<file path="config.mk">
export PLATFORM = sky130hd
export DESIGN_NAME = cic_chan_sched
export DESIGN_NICKNAME = d
export VERILOG_FILES = /design/src/rtl/cic_sched_pkg.sv /design/src/rtl/cic_chan_sched_rr_arbiter.sv /design/src/rtl/cic_chan_sched.sv
export SDC_FILE = /design/constraint.sdc
export NUM_CORES = 1
export LEC_CHECK = 0
export CORE_UTILIZATION = 30
export CTS_CLUSTER_DIAMETER = 60
export CTS_CLUSTER_SIZE = 30
export DETAILED_ROUTE_END_ITERATION = 10
export PLACE_DENSITY = 0.59
export SLEW_MARGIN = 10
export SYNTH_ARGS = -nofsm -noshare
export SYNTH_HDL_FRONTEND = slang
export SYNTH_SLANG_ARGS = --single-unit
</file>
<file path="constraint.sdc">
create_clock -name clk -period 2.17 [get_ports clk]
set_input_delay 0.217 -clock clk [delete_from_list [all_inputs] [get_ports clk]]
set_output_delay 0.217 -clock clk [all_outputs]
set_load 0.03 [all_outputs]
</file>
<file path="src/rtl/cic_sched_pkg.sv">
// cic_sched_pkg: shared types and constants for the CIC channel scheduler.
//   sched_state_t  - scheduler FSM states (IDLE / START / WAIT)
//   DEF_*          - default parameter values used by cic_chan_sched
//   clog2_min1()   - ceil(log2(n)) clamped to at least 1, for index widths
package cic_sched_pkg;

  typedef enum logic [1:0] {
    IDLE  = 2'd0,
    START = 2'd1,
    WAIT  = 2'd2
  } sched_state_t;

  localparam int DEF_NUM_CH    = 4;
  localparam int DEF_IN_WIDTH  = 28;
  localparam int DEF_OUT_WIDTH = 24;
  localparam int DEF_TIMEOUT   = 255;

  function automatic int clog2_min1(input int n);
    int r;
    r = 0;
    for (int i = 0; i < 31; i++) begin
      if ((1 << i) < n) r = i + 1;
    end
    return (r < 1) ? 1 : r;
  endfunction

endpackage

</file>
<file path="src/rtl/cic_chan_sched_rr_arbiter.sv">
// rr_arbiter: purely combinational round-robin picker.
//   req       in   NUM_CH  request vector
//   rr_ptr    in   CW      highest-priority channel this round
//   any_req   out  1       at least one request present
//   grant     out  NUM_CH  one-hot grant (all zero when no request)
//   grant_idx out  CW      encoded index of the granted channel
module rr_arbiter
  import cic_sched_pkg::*;
#(
  parameter int NUM_CH = DEF_NUM_CH,
  localparam int CW    = clog2_min1(NUM_CH)
) (
  input  logic [NUM_CH-1:0] req,
  input  logic [CW-1:0]     rr_ptr,
  output logic              any_req,
  output logic [NUM_CH-1:0] grant,
  output logic [CW-1:0]     grant_idx
);

  logic          hi_hit;
  logic [CW-1:0] hi_idx;
  logic          lo_hit;
  logic [CW-1:0] lo_idx;

  // Scanning downward lets the lowest matching index overwrite the others.
  // hi_* is the first request at or after rr_ptr; lo_* is the wrap-around
  // fallback (first request overall).
  always_comb begin
    hi_hit = 1'b0;
    hi_idx = '0;
    lo_hit = 1'b0;
    lo_idx = '0;
    for (int i = NUM_CH - 1; i >= 0; i--) begin
      if (req[i]) begin
        lo_hit = 1'b1;
        lo_idx = CW'(i);
        if (i >= int'(rr_ptr)) begin
          hi_hit = 1'b1;
          hi_idx = CW'(i);
        end
      end
    end
    any_req   = lo_hit;
    grant_idx = hi_hit ? hi_idx : lo_idx;
    grant     = lo_hit ? (NUM_CH'(1) << grant_idx) : '0;
  end

endmodule

</file>
<file path="src/rtl/cic_chan_sched.sv">
// cic_chan_sched: shares one RAM-based CIC engine between NUM_CH channels.
// Latches per-channel strobes into hold registers, grants the engine
// round-robin, issues one start pulse per pass and tags engine outputs with
// the owning channel.
//   clk, rst            clock, synchronous active-high reset
//   req_strobe/req_data per-channel sample pulse and packed samples
//   eng_start/eng_ch/eng_data  engine start pulse, bank select, sample
//   eng_done            engine pass complete
//   eng_out_strobe/eng_out_data  raw engine output
//   out_strobe/out_ch/out_data   channel-tagged output (1 cycle later)
//   overrun/clr_overrun sticky per-channel overrun flags and their clear
//   timeout_err         sticky watchdog flag
// Optional feature: define CIC_SCHED_TIMEOUT_EN to enable the pass watchdog.
module cic_chan_sched
  import cic_sched_pkg::*;
#(
  parameter int NUM_CH    = DEF_NUM_CH,
  parameter int IN_WIDTH  = DEF_IN_WIDTH,
  parameter int OUT_WIDTH = DEF_OUT_WIDTH,
  parameter int TIMEOUT   = DEF_TIMEOUT,
  localparam int CW       = clog2_min1(NUM_CH)
) (
  input  logic                       clk,
  input  logic                       rst,
  input  logic [NUM_CH-1:0]          req_strobe,
  input  logic [NUM_CH*IN_WIDTH-1:0] req_data,
  output logic                       eng_start,
  output logic [CW-1:0]              eng_ch,
  output logic [IN_WIDTH-1:0]        eng_data,
  input  logic                       eng_done,
  input  logic                       eng_out_strobe,
  input  logic [OUT_WIDTH-1:0]       eng_out_data,
  output logic                       out_strobe,
  output logic [CW-1:0]              out_ch,
  output logic [OUT_WIDTH-1:0]       out_data,
  output logic [NUM_CH-1:0]          overrun,
  input  logic                       clr_overrun,
  output logic                       timeout_err
);

  if (NUM_CH < 2 || NUM_CH > 8 || TIMEOUT < 1) begin : g_param_check
    $error("cic_chan_sched: unsupported NUM_CH or TIMEOUT");
  end

  sched_state_t state_reg, state_next;

  // Input capture stage: strobes are registered once before they reach the
  // pending/hold logic, which sets the two-cycle idle start latency.
  logic [NUM_CH-1:0]          stb_q_reg;
  logic [NUM_CH*IN_WIDTH-1:0] data_q_reg;

  logic [IN_WIDTH-1:0]  hold_vals [NUM_CH];
  logic [NUM_CH-1:0]    pending_reg, pending_next;
  logic [NUM_CH-1:0]    overrun_reg, overrun_next;
  logic [NUM_CH-1:0]    ovr_set;
  logic [CW-1:0]        rr_ptr_reg;
  logic [CW-1:0]        eng_ch_reg;
  logic [IN_WIDTH-1:0]  eng_data_reg;
  logic                 eng_start_reg;
  logic                 out_strobe_reg;
  logic [CW-1:0]        out_ch_reg;
  logic [OUT_WIDTH-1:0] out_data_reg;

  logic              any_req;
  logic [NUM_CH-1:0] grant_vec;
  logic [CW-1:0]     grant_idx;
  logic              grant_fire;
  logic [NUM_CH-1:0] grant_mask;

  rr_arbiter #(.NUM_CH(NUM_CH)) u_arb (
    .req       (pending_reg),
    .rr_ptr    (rr_ptr_reg),
    .any_req   (any_req),
    .grant     (grant_vec),
    .grant_idx (grant_idx)
  );

`ifdef CIC_SCHED_TIMEOUT_EN
  localparam int TW = clog2_min1(TIMEOUT + 1);
  logic [TW-1:0] wd_cnt_reg;
  logic          timeout_hit;
  logic          timeout_err_reg;
`endif

  always_comb begin
    state_next = state_reg;
    grant_fire = 1'b0;
`ifdef CIC_SCHED_TIMEOUT_EN
    timeout_hit = 1'b0;
`endif
    case (state_reg)
      IDLE: begin
        if (any_req) begin
          grant_fire = 1'b1;
          state_next = START;
        end
      end
      START: state_next = WAIT;
      WAIT: begin
        if (eng_done) begin
          state_next = IDLE;
`ifdef CIC_SCHED_TIMEOUT_EN
        end else if (wd_cnt_reg == TW'(TIMEOUT - 1)) begin
          // The granted sample is abandoned; the engine is presumed hung.
          timeout_hit = 1'b1;
          state_next  = IDLE;
`endif
        end
      end
      default: state_next = IDLE;
    endcase
  end

  // A strobe on the channel granted this cycle re-arms pending without
  // counting as an overrun: the old sample has just been consumed.
  always_comb begin
    grant_mask   = grant_fire ? grant_vec : '0;
    ovr_set      = stb_q_reg & pending_reg & ~grant_mask;
    pending_next = (pending_reg & ~grant_mask) | stb_q_reg;
    overrun_next = (clr_overrun ? '0 : overrun_reg) | ovr_set;
  end

  for (genvar gi = 0; gi < NUM_CH; gi++) begin : g_ch
    logic [IN_WIDTH-1:0] hold_reg;
    always_ff @(posedge clk) begin
      if (rst) begin
        hold_reg <= '0;
      end else if (stb_q_reg[gi]) begin
        hold_reg <= data_q_reg[gi*IN_WIDTH +: IN_WIDTH];
      end
    end
    assign hold_vals[gi] = hold_reg;
  end

  always_ff @(posedge clk) begin
    if (rst) begin
      state_reg      <= IDLE;
      stb_q_reg      <= '0;
      data_q_reg     <= '0;
      pending_reg    <= '0;
      overrun_reg    <= '0;
      rr_ptr_reg     <= '0;
      eng_ch_reg     <= '0;
      eng_data_reg   <= '0;
      eng_start_reg  <= 1'b0;
      out_strobe_reg <= 1'b0;
      out_ch_reg     <= '0;
      out_data_reg   <= '0;
    end else begin
      state_reg     <= state_next;
      stb_q_reg     <= req_strobe;
      data_q_reg    <= req_data;
      pending_reg   <= pending_next;
      overrun_reg   <= overrun_next;
      eng_start_reg <= (state_next == START);
      if (grant_fire) begin
        eng_ch_reg   <= grant_idx;
        eng_data_reg <= hold_vals[grant_idx];
        rr_ptr_reg   <= (grant_idx == CW'(NUM_CH - 1)) ? '0 : grant_idx + CW'(1);
      end
      // Tag with the channel held before this edge, so an output arriving
      // together with eng_done still belongs to the finishing pass.
      out_strobe_reg <= eng_out_strobe;
      if (eng_out_strobe) begin
        out_ch_reg   <= eng_ch_reg;
        out_data_reg <= eng_out_data;
      end
    end
  end

`ifdef CIC_SCHED_TIMEOUT_EN
  always_ff @(posedge clk) begin
    if (rst) begin
      wd_cnt_reg      <= '0;
      timeout_err_reg <= 1'b0;
    end else begin
      wd_cnt_reg <= (state_reg == WAIT) ? wd_cnt_reg + TW'(1) : '0;
      if (timeout_hit) timeout_err_reg <= 1'b1;
    end
  end
  assign timeout_err = timeout_err_reg;
`else
  assign timeout_err = 1'b0;
`endif

  assign eng_start  = eng_start_reg;
  assign eng_ch     = eng_ch_reg;
  assign eng_data   = eng_data_reg;
  assign out_strobe = out_strobe_reg;
  assign out_ch     = out_ch_reg;
  assign out_data   = out_data_reg;
  assign overrun    = overrun_reg;

endmodule

</file>
==> reports/metrics.yaml, run 1 <==
floorplan:
  initial_core_util_pct: 30.5
  die_area_sq_um: 34700
  die_h_um: 186
  fp-row-count: 67
  io_pins: 208
  core_area_sq_um: 33400
  die_x_um: 186
pwr:
  p_leak_nw: 5.34
  swShare_pct: 26.9
  pwr-share-seq_pct: 49.1
  ir_drop_mv: 0.534
  p_int_mw: 8.75
  clkPwrFrac_pct: 39.1
  pwr-share-comb_pct: 11.9
  power_switching_mw: 3.22
  fin_total_pwr_mw: 12.0
  p_per_area_nw_per_um2: 875
cells_and_area:
  syn_to_final_growth_pct: 34.3
  fin_area_sq_um: 13700
  nets: 1274
  antennaDiodeCount: 0
  layout-drive-gt1-share_pct: 7.00
worst_hold_path:
  hold_path_depth: 2
  hold_path_class: "primary input to register"
setup_path:
  r2r_start: "pending_reg[1]"
  start_kind: "register"
  r2r_end: "eng_data[9]"
  crit_type: "register to register"
  cp.required_ns: 2.58
  arrival_ns: 2.40
  crit_start: "pending_reg[1]"
  critical_path_peak_fanout: 11
  cp-endpoint: "eng_data[9]"
  reg2reg_depth: 7
  rrSetupSlack_ns: 0.17
  end_kind: "register"
synthesis:
  ys_ff_latch: 298
  synth_async_sr_flop_share_pct: 0
  synthTopCellsByCount: "dfxtp_1 (298), mux2i_1 (194), nor2_1 (157)"
  ys_types: 32
  yosysMostFrequentCell: "dfxtp_1"
  yosys_warnings: 0
  synthTopCellsByArea: "dfxtp_1 (59%), mux2i_1 (19%), nor2b_1 (7.5%), nor2_1 (5.8%), o221ai_1 (2.4%)"
  synthFlopType: "dfxtp_1"
  synth_top_area_share_pct: 58.6
  ys_seq_area_share_pct: 58.6
  netlist_area_sq_um: 10200
  yosys.area.top_type: "dfxtp_1"
  syn_inst: 932
  syn-num-nets: 1081
  postSynthAreaPerCell_sq_um: 10.9
  synth_edf_count: 0
sta:
  setup_viol: 0
  min_period_over_period_pct: 92.0
  rsz0062_at_grt: "no"
  whs_ns: 0.223
  fmax_mhz: 501
  finalSetupTns_ns: 0
  drv_slew: 0
  fin_worst_skew_ns: 0.0215
  period_needed_ns: 2.00
  hold_violations: 0
  relSlewSlack_pct: 42.9
  worst_slew_pin_slew_ns: 0.854
grt:
  overflow: 0
  grt_pass1_vias: 6675
  groute.usage.overall_pct: 13.7
  antenna_found_initial: 0
  grt_max_degree: 63
  grt_pass1_wl_um: 37000
detailed_routing:
  wl_per_cell_um: 15.1
  dr.first_iter.drc_count: 271
  via_per_inst: 4.31
  ant_nets: 0
  dr.pass1.iters: 4
  route.final.wire_length_um: 24100
  drcViolationCount: 0
  vias: 6863
outcome:
  outcome: "finished clean"
cts:
  path_clk_slew_ns: 0.08
  clkSinkCount: 298
  ctsRootBufferMaster: "clkbuf_16"
  worstSkewPairLatency_ns: 0.53
  clk_path_buf_depth: 3
  cts.repair.resized: 0
  h-tree-depth: 1
  cts_tree: "built"
  numCtsBuffers: 25
placed_design:
  hpwl_um: 16400
  place_area_sq_um: 12800
  gp_routability_congestion: 0.741
  io_buffers: 206
job:
  maxCapViolCount: 0
-- cell usage in the layout, fill, tap and decap left out, drive strengths merged --
master	count
dlygate4sd3	1
o41ai	1
a21boi	1
a211oi	1
nor2b	122
nand2b	1
a2111o	1
clkbuf	27
nand2	36
o21a	1
clkinvlp	1
a2111oi	1
clkdlybuf4s50	205
nor2	159
o221a	1
clkinv	5
a311oi	1
or3b	1
ha	4
o221ai	28
o21bai	1
o211ai	1
o21ai	1
dfxtp	298
a21oi	11
mux2i	194
buf	20
conb	1
inv	18
-- worst min-delay path by stage --
stage,slack [ns],from,end
6_report,0.22,req_data[47],data_q_reg[47]
3_5_place_dp,0.46,data_q_reg[18],g_ch[0].hold_reg[18]
2_1_floorplan,0.31,rst,state_reg[0]
5_1_grt,0.21,req_data[76],data_q_reg[76]
3_3_place_gp,0.45,data_q_reg[46],g_ch[1].hold_reg[18]
4_1_cts,0.20,req_data[47],data_q_reg[47]
-- per-stage QoR --
stage,utilization [%],cells,worst slack (ns)
2_1_floorplan,-,932,0.330
3_3_place_gp,38.3,1545,0.271
3_5_place_dp,38.3,1545,0.190
4_1_cts,40.9,1591,0.166
5_1_grt,40.9,1591,0.0508
6_report,40.9,1591,0.174
-- kinds of logic (layout without fill, tap and decap cells) --
kind of cell / count (synthesis) / after routing / synth area share [%]
flops: 298 / 298 / 58.6
simple gates: 319 / 319 / 14.9
compound gates: 50 / 50 / 4.16
buf+inv: 66 / 277 / 2.78
fa+ha+maj: 4 / 4 / 0.491
mux: 194 / 194 / 19.1
other cells: 1 / 1 / 0.0368
-- power by group through the flow --
stage | Clock [mW] | Sequential [mW] | Combinational [mW]
floorplan | 0 | 6.04 | 0.733
CTS | 4.82 | 5.88 | 1.45
global route | 5.06 | 5.91 | 1.54
global placement | 0 | 6.00 | 1.43
finish | 4.67 | 5.87 | 1.42
detailed placement | 0 | 6.00 | 1.44
-- metal layers --
metal	GRT usage (%)	wire length, um	up-vias
li1	-	-	3492
met3	2.32	1170	26
met5	0	0	-
met4	3.84	423	0
met2	22.9	11300	169
met1	18.2	11200	3176
-- timing repair --
item                                   in CTS  in global routing
buffers inserted                            0                  0
endpoints found under the hold margin       7                  0
hold buffers                                1                  0
setup endpoints to repair                   0                  0
-- critical path, stage by stage, from the launching register on --
cell and delay (ns):
dfxtp_1 0.46, inv_2 0.08, a2111oi_4 0.46, nor2_4 0.12, inv_4 0.21, buf_12 0.18
mux2i_1 0.23, o221ai_1 0.13
-- cell type report --
class,instances,area (sq um)
timing repair buffer,227,2310
tap,448,561
inverter,5,21.3
multi-input combinational,568,3950
sequential,298,5970
clock buffer,26,629
clock inverter,19,238
fill,3202,19800
No activity file was read; power rests on OpenSTA's default activity.
==> run 2, diff against run 1 <==
- CORE_UTILIZATION: 30 -> 45
- MAX_ROUTING_LAYER: unset -> met4
- PLACE_DENSITY: 0.59 -> 0.79
==> run 2 against run 1 <==
The run now ends with design-rule violations left. Sequential cell count is the same. Via count grew 0.25%. Routed wire length shrank 9.6%.
==> reports/metrics.yaml, run 2 (synthesis gave the netlist of run 1 again) <==
outcome:
  outcome: "finished, violations left"  # was finished clean
  violations: "design-rule violations"
detailed_routing:
  wl_per_cell_um: 15.4  # was 15.1 um
  dr.pass1.iters: 10  # was 4
  route.final.wire_length_um: 21700  # was 24100 um
  ant_nets: 0  # unchanged
  drcViolationCount: 14  # was 0
  via_per_inst: 4.88  # was 4.31
  dr.first_iter.drc_count: 359  # was 271
  vias: 6880  # was 6863
sta:
  min_period_over_period_pct: 93.2  # was 92.0%
  hold_violations: 0  # unchanged
  fin_worst_skew_ns: 0.0181  # was 0.0215 ns
  relSlewSlack_pct: 46.8  # was 42.9%
  worst_slew_pin_slew_ns: 0.796  # was 0.854 ns
  period_needed_ns: 2.02  # was 2.00 ns
  fmax_mhz: 495  # was 501 MHz
  finalSetupTns_ns: 0  # unchanged
  drv_slew: 0  # unchanged
  rsz0062_at_grt: "no"  # unchanged
  setup_viol: 0  # unchanged
floorplan:
  die_x_um: 152  # was 186 um
  die_area_sq_um: 23200  # was 34700 sq um
  io_pins: 208  # unchanged
  fp-row-count: 54  # was 67
  core_area_sq_um: 22000  # was 33400 sq um
  die_h_um: 152  # was 186 um
  initial_core_util_pct: 46.3  # was 30.5%
setup_path:
  end_kind: "register"  # unchanged
  rrSetupSlack_ns: 0.15  # was 0.17 ns
  crit_type: "register to register"  # unchanged
  cp.required_ns: 2.56  # was 2.58 ns
  cp_top_family: "compound AO/OA/AOI/OAI gates"  # unchanged
  arrival_ns: 2.41  # was 2.40 ns
  r2r_end: "eng_data[0]"  # was eng_data[9]
  max_stage_delay_ns: 0.47  # was 0.46 ns
  crit_start: "pending_reg[1]"  # unchanged
  critical_path_peak_fanout: 11  # unchanged
  reg2reg_depth: 7  # unchanged
  r2r_start: "pending_reg[1]"  # unchanged
  start_kind: "register"  # unchanged
  cp_cell_sequence: "inv_2, a2111oi_4, nor2_4, inv_4, buf_4, mux2i_1, o221ai_1"  # was inv_2, a2111oi_4, nor2_4, inv_4, buf_12, mux2i_1, o221ai_1
  crit_slowest_cell: "dfxtp_1"  # unchanged
  cp_num_buf_inv: 3  # unchanged
placed_design:
  io_buffers: 206  # unchanged
  gp_routability_congestion: 0.818  # was 0.741
  dp_cells: 1378  # was 1545
  hpwl_um: 14900  # was 16400 um
cts:
  h-tree-depth: 1  # unchanged
  cts_tree: "built"  # unchanged
  clkSinkCount: 298  # unchanged
  numCtsBuffers: 18  # was 25
  holdBufCountCts: 0  # was 1
  ctsRootBufferMaster: "clkbuf_16"  # unchanged
  cts.repair.resized: 0  # unchanged
  clk_path_buf_depth: 3  # unchanged
  path_clk_slew_ns: 0.10  # was 0.08 ns
  worstSkewPairLatency_ns: 0.51  # was 0.53 ns
  cts_setup_buffers: 0  # unchanged
pwr:
  fin_total_pwr_mw: 11.1  # was 12.0 mW
  p_per_area_nw_per_um2: 841  # was 875 nW/um^2
  ir_drop_mv: 0.539  # was 0.534 mV
  p_leak_nw: 5.23  # was 5.34 nW
worst_hold_path:
  hold_path_class: "primary input to register"  # unchanged
  min_from: "rst"  # was req_data[47]
  hold_path_depth: 2  # unchanged
  min_to: "eng_start"  # was data_q_reg[47]
cells_and_area:
  syn_to_final_growth_pct: 29.6  # was 34.3%
  final_common_cell: "dfxtp_1"  # unchanged
  multi_input_area_sq_um: 3950  # about the same
  final_cells: 1409  # was 1591
  fillers: 1804  # was 3202
  layout-drive-gt1-share_pct: 5.85  # was 7.00%
  register_area_sq_um: 5970  # unchanged
  antennaDiodeCount: 0  # unchanged
  mostFrequentLayoutCells: "dfxtp_1 (294), clkdlybuf4s50_1 (205), mux2i_1 (194)"  # unchanged
  nets: 1267  # was 1274
  fin_util_pct: 60.0  # was 40.9%
grt:
  grt_pass1_vias: 6675  # unchanged
  grt_pass1_wl_um: 34800  # was 37000 um
  overflow: 0  # unchanged
  groute.usage.overall_pct: 19.0  # was 13.7%
  antenna_found_initial: 0  # unchanged
  grt_max_degree: 112  # was 63
job:
  maxCapViolCount: 0  # unchanged
[run 2: worst max path at each step]
| stage | to | cells past startpoint | slack, ns |
|---|---|---|---|
| after CTS | eng_data[7] | 7 | 0.18 |
| after detailed placement | eng_data[6] | 7 | 0.20 |
| after global routing | eng_data[7] | 7 | 0.04 |
| final | eng_data[0] | 7 | 0.15 |
| after global placement | overrun[2] | 7 | 0.29 |
| after floorplan | overrun[3] | 9 | 0.33 |
[run 2: final cells by class]
type	instances	share of cell area (%)
sequential	298	45.2
timing repair buffer	227	17.1
tap	280	2.65
clock buffer	19	3.60
inverter	5	0.161
multi-input combinational	568	29.9
clock inverter	12	1.38
[run 2: where the power goes]
part / internal [mW] / leakage, nW / switching (mW)
Clock: 1.78 / 0.317 / 2.07
Combinational: 0.700 / 2.46 / 0.687
Sequential: 5.72 / 2.45 / 0.147
Total: 8.20 / 5.23 / 2.91
[run 2: per-layer routing]
layer / vias to the layer above / track usage, % / share of wire [%]
met5: - / - / 0
met4: 0 / 4.67 / 1.8
met3: 34 / 2.53 / 5.2
met2: 183 / 31.7 / 48
met1: 3196 / 24.3 / 45
li1: 3467 / - / -
[run 2: through the flow]
step | hold slack [ns] | instance area (sq um) | setup WS [ns]
2_1_floorplan | 0.312 | 10200 | 0.330
3_3_place_gp | 0.444 | 12500 | 0.292
3_5_place_dp | 0.457 | 12500 | 0.201
4_1_cts | 0.0886 | 13200 | 0.184
5_1_grt | 0.102 | 13200 | 0.0373
6_report | 0.0980 | 13200 | 0.148
==> run 3, diff against run 2 <==
- CORE_MARGIN: unset -> 2
==> run 3 against run 2 <==
The run now ends clean. Critical path type unchanged. Non-clock buffer count is 1 higher. Largest power group unchanged. Final cell count increased by 0.78%. First-iteration DRC count down 11%. Power rose by 4.2%. Utilization decreased by 0.18 points.
==> reports/metrics.yaml, run 3 (synthesis gave the netlist of run 1 again) <==
setup_path:
  crit_start: "pending_reg[3]"  # was pending_reg[1]
  cp_top_family: "compound AO/OA/AOI/OAI gates"  # unchanged
  reg2reg_depth: 8  # was 7
  cp_num_buf_inv: 1  # was 3
  rrSetupSlack_ns: 0.22  # was 0.15 ns
  critical_path_peak_fanout: 19  # was 11
  r2r_end: "overrun[2]"  # was eng_data[0]
  r2r_start: "pending_reg[3]"  # was pending_reg[1]
  cp_cell_sequence: "nor2_1, a2111oi_4, nor2_4, buf_12, ha_1, a21oi_1, a21oi_1, nor2_1"  # was inv_2, a2111oi_4, nor2_4, inv_4, buf_4, mux2i_1, o221ai_1
  crit_type: "register to register"  # unchanged
  cp.required_ns: 2.61  # was 2.56 ns
  crit_slowest_cell: "dfxtp_1"  # unchanged
  max_stage_delay_ns: 0.48  # was 0.47 ns
  end_kind: "register"  # unchanged
  arrival_ns: 2.39  # was 2.41 ns
  start_kind: "register"  # unchanged
grt:
  overflow: 0  # unchanged
  groute.usage.overall_pct: 19.0  # about the same
  grt_pass1_vias: 7024  # was 6675
  grt_pass1_wl_um: 35900  # was 34800 um
  grt_max_degree: 103  # was 112
  antenna_found_initial: 0  # unchanged
sta:
  period_needed_ns: 1.95  # was 2.02 ns
  hold_violations: 0  # unchanged
  drv_slew: 0  # unchanged
  rsz0062_at_grt: "no"  # unchanged
  min_period_over_period_pct: 90.1  # was 93.2%
  fmax_mhz: 512  # was 495 MHz
  fin_worst_skew_ns: 0.0246  # was 0.0181 ns
  relSlewSlack_pct: 47.4  # was 46.8%
  whs_ns: 0.147  # was 0.0980 ns
  worst_slew_pin_slew_ns: 0.787  # was 0.796 ns
  setup_viol: 0  # unchanged
  finalSetupTns_ns: 0  # unchanged
detailed_routing:
  dr.first_iter.drc_count: 321  # was 359
  via_per_inst: 4.89  # was 4.88
  drcViolationCount: 0  # was 14
  ant_nets: 0  # unchanged
  vias: 6949  # was 6880
  route.final.wire_length_um: 22200  # was 21700 um
  dr.pass1.iters: 4  # was 10
  wl_per_cell_um: 15.6  # was 15.4 um
pwr:
  pwr-share-seq_pct: 50.8  # was 52.8%
  p_int_mw: 8.46  # was 8.20 mW
  p_leak_nw: 5.31  # was 5.23 nW
  clkPwrFrac_pct: 37.1  # was 34.7%
  power_switching_mw: 3.11  # was 2.91 mW
  p_per_area_nw_per_um2: 863  # was 841 nW/um^2
  fin_total_pwr_mw: 11.6  # was 11.1 mW
  ir_drop_mv: 0.560  # was 0.539 mV
  swShare_pct: 26.9  # was 26.2%
  pwr-share-comb_pct: 12.2  # was 12.5%
cts:
  numCtsBuffers: 20  # was 18
  cts_setup_buffers: 0  # unchanged
  ctsRootBufferMaster: "clkbuf_16"  # unchanged
  cts_tree: "built"  # unchanged
  clkSinkCount: 298  # unchanged
  clk_path_buf_depth: 3  # unchanged
  cts.repair.resized: 0  # unchanged
  worstSkewPairLatency_ns: 0.52  # was 0.51 ns
  holdBufCountCts: 0  # unchanged
  h-tree-depth: 1  # unchanged
  path_clk_slew_ns: 0.10  # about the same
placed_design:
  place_area_sq_um: 12600  # was 12500 sq um
  io_buffers: 206  # unchanged
  dp_cells: 1384  # was 1378
  gp_routability_congestion: 0.827  # was 0.818
  hpwl_um: 15200  # was 14900 um
floorplan:
  fp-row-count: 55  # was 54
  core_area_sq_um: 22400  # was 22000 sq um
  die_x_um: 154  # was 152 um
  die_area_sq_um: 23900  # was 23200 sq um
  initial_core_util_pct: 45.4  # was 46.3%
  io_pins: 208  # unchanged
  die_h_um: 154  # was 152 um
outcome:
  outcome: "finished clean"  # was finished, violations left
cells_and_area:
  nets: 1270  # was 1267
  fin_area_sq_um: 13400  # was 13200 sq um
  final_common_cell: "dfxtp_1"  # unchanged
  fillers: 1818  # was 1804
  antennaDiodeCount: 0  # unchanged
  layout-drive-gt1-share_pct: 6.34  # was 5.85%
  syn_to_final_growth_pct: 31.6  # was 29.6%
  register_area_sq_um: 5970  # unchanged
  mostFrequentLayoutCells: "dfxtp_1 (294), clkdlybuf4s50_1 (205), mux2i_1 (194)"  # unchanged
  final_cells: 1420  # was 1409
  multi_input_area_sq_um: 3950  # unchanged
worst_hold_path:
  min_from: "rst"  # unchanged
  min_to: "g_ch[3].hold_reg[17]"  # was eng_start
  hold_path_depth: 2  # unchanged
  hold_path_class: "primary input to register"  # unchanged
job:
  maxCapViolCount: 0  # unchanged
-- run 3: final cells by class --
class                   count  area share (%)
repair buffers            228            17.5
clock inverters            15            1.85
multi-input cells         568            29.4
inverters                   5           0.159
well taps                 285            2.66
clock buffers              21            3.92
flip-flops and latches    298            44.5
-- run 3: per-layer routing --
metal | global-route usage [%] | part of all wire, %
met5 | - | 0
met4 | 5.07 | 2.3
met3 | 2.66 | 4.7
met2 | 31.4 | 46
met1 | 24.6 | 47
-- run 3: worst max-delay path by stage --
stage                    to  cells past startpoint
2_1_floorplan    overrun[3]                      9
3_3_place_gp   eng_data[10]                      7
3_5_place_dp    eng_data[8]                      7
4_1_cts         eng_data[8]                      7
5_1_grt          overrun[2]                      8
6_report         overrun[2]                      8
-- run 3: power by group through the flow --
stage,clock [mW],sequential (mW),combinational [mW]
2_1_floorplan,0,6.04,0.733
3_3_place_gp,0,6.00,1.39
3_5_place_dp,0,6.00,1.42
4_1_cts,4.40,5.88,1.42
5_1_grt,4.61,5.91,1.52
6_report,4.29,5.88,1.41
-- run 3: through the flow --
| step | setup WS, ns | util [%] |
|---|---|---|
| after detailed placement | 0.231 | 56.3 |
| final | 0.216 | 59.8 |
| after global routing | 0.0322 | 59.8 |
| after global placement | 0.317 | 56.3 |
| after CTS | 0.219 | 59.8 |
| after floorplan | 0.330 | - |
